===== src/rtl/prio_rr_arbiter.sv =====
// Registered N-way arbiter: fixed priority (highest index wins) or round-robin below the last
// winner, with the grant held under a valid/ready handshake.
module prio_rr_arbiter #(
  parameter int unsigned N     = 8,
  parameter int unsigned IDX_W = 3
) (
  input  logic             clk,
  input  logic             rst_b,
  input  logic [N-1:0]     req,
  input  logic             mode,
  input  logic             gnt_ready,
  output logic             gnt_valid,
  output logic [IDX_W-1:0] gnt_idx,
  output logic [N-1:0]     gnt_onehot,
  output logic             busy
);

  typedef enum logic {StIdle, StGrant} state_e;

  state_e             state_q, state_d;
  logic [IDX_W-1:0]   gnt_idx_q, gnt_idx_d;
  logic [N-1:0]       gnt_onehot_q, gnt_onehot_d;
  logic [IDX_W-1:0]   last_idx_q, last_idx_d;

  logic [IDX_W-1:0]   base;
  logic               win_found;
  logic [IDX_W-1:0]   win_idx;

  // Search base: in GRANT the winner is only used on a transfer, so bypass the accepted index.
  always_comb begin
    base = last_idx_q;
    if (state_q == StGrant) begin
      base = gnt_idx_q;
    end
    // Fixed priority is the round-robin search starting from base 0 (N-1 downwards).
    if (!mode) begin
      base = '0;
    end
  end

  always_comb begin
    int cand;
    win_found = 1'b0;
    win_idx   = '0;
    cand      = 0;
    for (int off = 1; off <= int'(N); off++) begin
      cand = int'(base) - off;
      if (cand < 0) begin
        cand = cand + int'(N);
      end
      if (!win_found && req[cand]) begin
        win_found = 1'b1;
        win_idx   = IDX_W'(cand);
      end
    end
  end

  always_comb begin
    state_d      = state_q;
    gnt_idx_d    = gnt_idx_q;
    gnt_onehot_d = gnt_onehot_q;
    last_idx_d   = last_idx_q;
    unique case (state_q)
      StIdle: begin
        if (win_found) begin
          state_d      = StGrant;
          gnt_idx_d    = win_idx;
          gnt_onehot_d = {{(N-1){1'b0}}, 1'b1} << win_idx;
        end
      end
      StGrant: begin
        if (gnt_ready) begin
          last_idx_d = gnt_idx_q;
          if (win_found) begin
            gnt_idx_d    = win_idx;
            gnt_onehot_d = {{(N-1){1'b0}}, 1'b1} << win_idx;
          end else begin
            state_d      = StIdle;
            gnt_onehot_d = '0;
          end
        end
      end
      default: begin
        state_d = StIdle;
      end
    endcase
  end

  always_ff @(posedge clk or negedge rst_b) begin
    if (!rst_b) begin
      state_q      <= StIdle;
      gnt_idx_q    <= '0;
      gnt_onehot_q <= '0;
      last_idx_q   <= '0;
    end else begin
      state_q      <= state_d;
      gnt_idx_q    <= gnt_idx_d;
      gnt_onehot_q <= gnt_onehot_d;
      last_idx_q   <= last_idx_d;
    end
  end

  assign gnt_valid  = (state_q == StGrant);
  assign busy       = (state_q == StGrant);
  assign gnt_idx    = gnt_idx_q;
  assign gnt_onehot = gnt_onehot_q;

endmodule

===== config.mk =====
export PLATFORM = sky130hd
export DESIGN_NAME = prio_rr_arbiter
export DESIGN_NICKNAME = d
export VERILOG_FILES = /design/src/rtl/prio_rr_arbiter.sv
export SDC_FILE = /design/constraint.sdc
export NUM_CORES = 1
export LEC_CHECK = 0
export CORE_ASPECT_RATIO = 1.4
export CORE_UTILIZATION = 60
export DETAILED_ROUTE_END_ITERATION = 10
export GPL_ROUTABILITY_DRIVEN = 0
export PLACE_DENSITY = 0.86
export SYNTH_ARGS = -nofsm -noshare
export SYNTH_HDL_FRONTEND = slang
export SYNTH_SLANG_ARGS = --single-unit

===== constraint.sdc =====
create_clock -name clk -period 7.6 [get_ports clk]
set_clock_uncertainty 0.1 [all_clocks]
set_input_delay 1.14 -clock clk [delete_from_list [all_inputs] [get_ports clk]]
set_output_delay 1.14 -clock clk [all_outputs]
set_load 0.01 [all_outputs]

== Word-level counts from Yosys, hierarchy flattened ==
Index checks and enable logic that the tools add are counted.

* Memories kept: 0
* Bits in writable memories: 0
* Output and inout port bits: 13
* Logic and storage cells: 116
* Register bits after elaboration: 15
* Input bits: 12
* Latch bits: 0
* Bits in read-only memories: 0

* Div/mod/pow operators: 0
* Bitwise operators: 1
* $add $sub $neg: 16
* Equal/unequal tests: 2
* Magnitude comparators: 16
* Muxes and demuxes: 60
* Multipliers: 0
* Shift operators: 1
* Reductions and logical operators: 16

{| class="wikitable"
|+ Operators with widths
! operator !! number
|-
| less-than comparator 32 x 5 -> 1 bit (second input constant) || 8
|-
| two-way mux 32 bit || 8
|-
| adder 4 x 5 -> 6 bit (second input constant) || 7
|-
| two-way mux 3 bit || 12
|-
| less-than comparator 4 x 1 -> 1 bit (second input constant) || 7
|-
| two-way mux 1 bit || 26
|-
| binary-select mux 1 bit (select 3 bit) || 8
|-
| two-way mux 8 bit || 3
|-
| one-hot mux 8 bit (2 select lines) || 1
|-
| subtractor 3 x 3 -> 4 bit (second input constant) || 4
|-
| left shift 1 x 3 -> 8 bit (first input constant) || 1
|-
| subtractor 3 x 2 -> 4 bit (second input constant) || 2
|-
| logical AND 1 bit || 7
|-
| zero test 1 bit || 7
|-
| adder 5 x 5 -> 6 bit (second input constant) || 1
|-
| one-hot mux 3 bit (2 select lines) || 1
|-
| less-than comparator 5 x 1 -> 1 bit (second input constant) || 1
|-
| subtractor 3 x 4 -> 5 bit (second input constant) || 1
|-
| inequality test 2 bit (second input constant) || 2
|-
| AND reduction 2 bit || 2
|-
| subtractor 3 x 1 -> 4 bit (second input constant) || 1
|-
| one-hot mux 1 bit (2 select lines) || 1
|-
| inverter 1 bit || 1
|}

== Logic depth before layout (Yosys ltp) ==
* Word-level depth: 34
* Gate-level depth with buffers: 16
* Depth with buffers taken out: 12

== Least setup slack after synthesis ==
No wires, ideal clock.

* Path kind: input-to-reg
* Start: input port mode
* End: register gnt_idx_q[1] (netlist: gnt_idx[1])
* Arrival time: 4.128 ns
* Path slack: 3.247 ns
* Buffers on the path: 2
* Stages: 10
* Library setup time: 0.125 ns
* Data required time: 7.375 ns
* Path through: buf_1 nand2b_1 clkbuf_1 ha_1 xnor2_2 mux4_2 a31o_2 or3_4 o21a_4 mux2_4

* Word-level cells in the longest chain between the ends: 32
* Elaborated cells on any way between the ends: 90
* Those cells by class: add/sub: 16; order compare: 8; mux: 52; reduce/logical: 14

{| class="wikitable"
|+ Ends and longest elaborated chain
! item !! line !! source
|-
| start: declaration || 10 || <nowiki>input logic mode,</nowiki>
|-
| two-way mux 3 bit * || 36 || <nowiki>if (!mode) begin</nowiki>
|-
| subtractor 3 x 1 -> 4 bit || 47 || <nowiki>cand = int'(base) - off;</nowiki>
|-
| adder 4 x 5 -> 6 bit / less-than comparator 4 x 1 -> 1 bit (equally long branches) || 49, 48 ||
|-
| two-way mux 32 bit || 48 || <nowiki>if (cand < 0) begin</nowiki>
|-
| binary-select mux 1 bit (select 3 bit) || 51 || <nowiki>if (!win_found && req[cand]) begin</nowiki>
|-
| two-way mux 1 bit (implied by the code) (2 in a row) || 51 ||
|-
| two-way mux 1 bit || 51 ||
|-
| zero test 1 bit || 51 ||
|-
| (+15 left out) || - ||
|-
| logical AND 1 bit || 51 ||
|-
| two-way mux 1 bit || 51 ||
|-
| zero test 1 bit || 51 ||
|-
| logical AND 1 bit || 51 ||
|-
| two-way mux 3 bit / two-way mux 1 bit (equally long branches) || 51 ||
|-
| two-way mux 3 bit * || 65, 74 ||
|-
| two-way mux 3 bit || 72 || <nowiki>if (gnt_ready) begin</nowiki>
|-
| one-hot mux 3 bit (2 select lines) * || 63 || <nowiki>unique case (state_q)</nowiki>
|-
| end signal: assignment || 97 || <nowiki>gnt_idx_q <= gnt_idx_d;</nowiki>
|-
| end: declaration || 21 || <nowiki>logic [IDX_W-1:0] gnt_idx_q, gnt_idx_d;</nowiki>
|}

Every way passes the cells marked *; elsewhere a longest branch is shown, timed or not. The select of a mux whose other input is x is not followed.
A chain may end at the register's enable or synchronous reset.

== Final worst setup path ==
* Start: input port mode
* End: register gnt_onehot_q[3] (netlist: gnt_onehot[3])

* Word-level cells in the longest chain between the ends: 33
* Elaborated cells on any way between the ends: 94
* Those cells by class: add/sub: 16; order compare: 8; eq/ne: 1; shift: 1; mux: 53; reduce/logical: 15

{| class="wikitable"
|+ Ends and longest elaborated chain
! item !! line !! source
|-
| two-way mux 3 bit * || 36 ||
|-
| subtractor 3 x 1 -> 4 bit || 47 ||
|-
| adder 4 x 5 -> 6 bit / less-than comparator 4 x 1 -> 1 bit (equally long branches) || 49, 48 ||
|-
| two-way mux 32 bit || 48 ||
|-
| binary-select mux 1 bit (select 3 bit) || 51 ||
|-
| two-way mux 1 bit (implied by the code) (2 in a row) || 51 ||
|-
| two-way mux 1 bit || 51 ||
|-
| zero test 1 bit || 51 ||
|-
| (+16 left out) || - ||
|-
| two-way mux 1 bit || 51 ||
|-
| zero test 1 bit || 51 ||
|-
| logical AND 1 bit || 51 ||
|-
| two-way mux 3 bit || 51 ||
|-
| left shift 1 x 3 -> 8 bit || 68, 76 ||
|-
| two-way mux 8 bit || 74 || <nowiki>if (win_found) begin</nowiki>
|-
| two-way mux 8 bit || 72 ||
|-
| one-hot mux 8 bit (2 select lines) || 63 ||
|-
| end signal: assignment || 98 || <nowiki>gnt_onehot_q <= gnt_onehot_d;</nowiki>
|-
| end: declaration || 22 || <nowiki>logic [N-1:0] gnt_onehot_q, gnt_onehot_d;</nowiki>
|}

Marked as above.

==> flow_summary.json <==
{
  "overflow": 0,
  "hold_path_depth": 2,
  "grt_max_degree": 17,
  "swShare_pct": 49.7,
  "post_cts.repair.setup_buffers": 0,
  "synth_cells": 206,
  "die_w_um": 48.2,
  "ys.flop_type": "dfrtp_1",
  "switching_power_uw": 399,
  "p_int_uw": 403,
  "yosysTopAreaCell": "dfrtp_1",
  "synthTopCellsByArea": "dfrtp_1 (21%), mux4_2 (10%), mux2i_1 (5.0%)",
  "vdd_drop_max_mv": 0.187,
  "r2r_start": "busy$_DFF_PN0_",
  "hold_slack_ns": 0.380,
  "p_clk_share_pct": 7.9,
  "fin_crit_sh_pct": 67.8,
  "synth_seq_cells": 15,
  "r2r_cells": 12,
  "synthArstFlopShare_pct": 100,
  "cts_tree": "built",
  "p_per_area_nw_per_um2": 389,
  "htreeDepth": 1,
  "die-height_um": 66.7,
  "die_area_sq_um": 3210,
  "outcome": "finished clean",
  "antenna_found_initial": 0,
  "first_iter_violations": 116,
  "worst_pin_slew_ns": 0.737,
  "grt_pass1_wl_um": 7940,
  "cts_made_buffers": 3,
  "worstPathRequired_ns": 7.63,
  "fin_crit_ns": 5.16,
  "path_max_fanout": 14,
  "maxCapViolCount": 0,
  "hold_viol_final": 0,
  "r2r-end": "gnt_onehot[3]$_DFFE_PN0P_",
  "ant_nets": 0,
  "vias": 1806,
  "crit_type": "input pin to flip-flop",
  "clock-sinks": 15,
  "combPwrFrac_pct": 75.9,
  "insertion_delay_ns": 0.24,
  "fmax_mhz": 194,
  "dp_hpwl_um": 3890,
  "drive_gt1_share_pct": 16.1,
  "drc": 0,
  "synth_cell_types": 59,
  "core_sq_um": 2850,
  "rsz0062_at_grt": "false",
  "cts-root-buf": "clkbuf_8",
  "synth_nets": 220,
  "wl_per_cell_um": 19.0,
  "first_pass_iters": 5,
  "wl_um": 4960,
  "synth_warnings": 0,
  "syn2layout_area_growth_pct": 15.2,
  "cts_resized": 0,
  "synth_top_area_share_pct": 20.9,
  "first_global_vias": 1701,
  "diodes": 0,
  "rows": 23,
  "setup_viol": 0,
  "synth_edf_count": 0,
  "p_leak_uw": 0.000845,
  "yosys-top-cells-count": "nor2_1 (20), nand2_1 (19), dfrtp_1 (15)",
  "max_slew_margin_pct": 50.7,
  "p_seq_share_pct": 16.2,
  "cp-endpoint": "gnt_onehot[3]$_DFFE_PN0P_",
  "nets": 239,
  "tns_ns": 0,
  "clk_pin_slew_worst_paths_ns": 0.06,
  "endpoint_kind": "flip-flop",
  "critPathLaunch": "mode",
  "ios": 25,
  "start_kind": "input pin",
  "clock_path_buffers": 2,
  "yosys.cell_count.top_type": "nor2_1",
  "postCtsHoldBufs": 0,
  "initial_core_util_pct": 62.9,
  "vias_per_cell": 6.92,
  "syn_area_sq_um": 1790,
  "slew_viol_final": 0,
  "synth.avg_cell_area_sq_um": 8.70,
  "io_buffers": 24,
  "seq_area_frac_synth_pct": 20.9,
  "min_path_type": "flip-flop to flip-flop",
  "crit_arrival_ns": 5.19,
  "ff2ff_setup_slack_ns": 3.29,
  "track_usage_pct": 34.2
}
[sequential cells by signal, indices dropped and copies added, names as in the netlist]
register / cells
busy: 1
gnt_idx: 3
gnt_onehot: 8
last_idx_q: 3
[final cells by class]
class                           count  area (sq um)
Clock buffer                        3          41.3
Inverter                            6          22.5
Multi-Input combinational cell    175          1330
Tap cell                           37          46.3
Fill cell                         223           785
Clock inverter                      1          5.00
Timing Repair Buffer               24           240
Sequential cell                    15           375
[worst max-delay path, stage by stage]
cell,delay [ns]
clkdlybuf4s50_1,0.75
nand2b_1,0.37
ha_1,0.64
clkinv_1,0.38
mux4_2,0.59
or2_4,0.30
or3_4,0.43
o32ai_2,0.13
nand2_1,0.16
o31ai_1,0.31
[routing by layer]
metal	up-vias	track usage, %	routed length [um]
li1	841	-	-
met1	840	39.8	1850
met2	105	57.7	2650
met3	20	2.44	251
met4	0	20.1	206
met5	-	0	0
[cells in the final DEF (no fill, tap or decap), types with 4 or more instances in the layout]
cell             Yosys  layout
a21oi_1             11      11
dfrtp_1             15      15
clkdlybuf4s50_1      0      24
and2_1               4       4
nand3_1              6       6
mux2i_1              9       9
nand2_1             19      19
nor2_1              20      20
mux4_2               8       8
a21o_1               5       5
o31ai_1              9       9
and3_1               7       7
a211oi_1             5       5
o21ai_0             13      13
mux2_2               4       4
[power by group through the flow]
| stage | combinational, uW | clock (uW) | sequential (uW) |
|---|---|---|---|
| after floorplan | 445 | 0 | 134 |
| after global placement | 571 | 0 | 127 |
| after detailed placement | 593 | 0 | 130 |
| after CTS | 595 | 64.0 | 129 |
| after global routing | 658 | 67.5 | 133 |
| final | 609 | 63.4 | 130 |
[cells by family (layout without fill, tap and decap cells)]
kind of cell | Yosys count | count (layout) | share of synthesized area [%]
AO/OA/AOI/OAI | 76 | 76 | 32.5
AND/OR/NAND/NOR | 73 | 73 | 20.3
adder cells (fa/ha/maj) | 2 | 2 | 1.40
XOR/XNOR | 1 | 1 | 0.908
buffers and inverters | 16 | 34 | 4.61
flip-flops | 15 | 15 | 20.9
multiplexers | 23 | 23 | 19.3
[stage by stage]
step / setup slack (ns) / instances / cell area (sq um) / utilization [%] / power [uW]
finish: 2.44 / 261 / 2060 / 72.5 / 802
global route: 2.11 / 261 / 2060 / 72.5 / 859
CTS: 2.53 / 261 / 2060 / 72.5 / 789
detailed placement: 2.27 / 257 / 2020 / 70.8 / 724
global placement: 2.45 / 257 / 2020 / 70.8 / 698
floorplan: 3.25 / 206 / 1790 / - / 579
[worst min-delay path by stage]
stage | startpoint | end | slack, ns
after floorplan | last_idx_q[1]$_DFFE_PN0P_ | last_idx_q[1]$_DFFE_PN0P_ | 0.38
after global placement | gnt_onehot[4]$_DFFE_PN0P_ | gnt_onehot[4]$_DFFE_PN0P_ | 0.36
after detailed placement | gnt_onehot[1]$_DFFE_PN0P_ | gnt_onehot[1]$_DFFE_PN0P_ | 0.37
after CTS | gnt_onehot[1]$_DFFE_PN0P_ | gnt_onehot[1]$_DFFE_PN0P_ | 0.38
after global routing | gnt_onehot[1]$_DFFE_PN0P_ | gnt_onehot[1]$_DFFE_PN0P_ | 0.42
final | gnt_onehot[1]$_DFFE_PN0P_ | gnt_onehot[1]$_DFFE_PN0P_ | 0.38
Power figures use the tool's default switching activity.
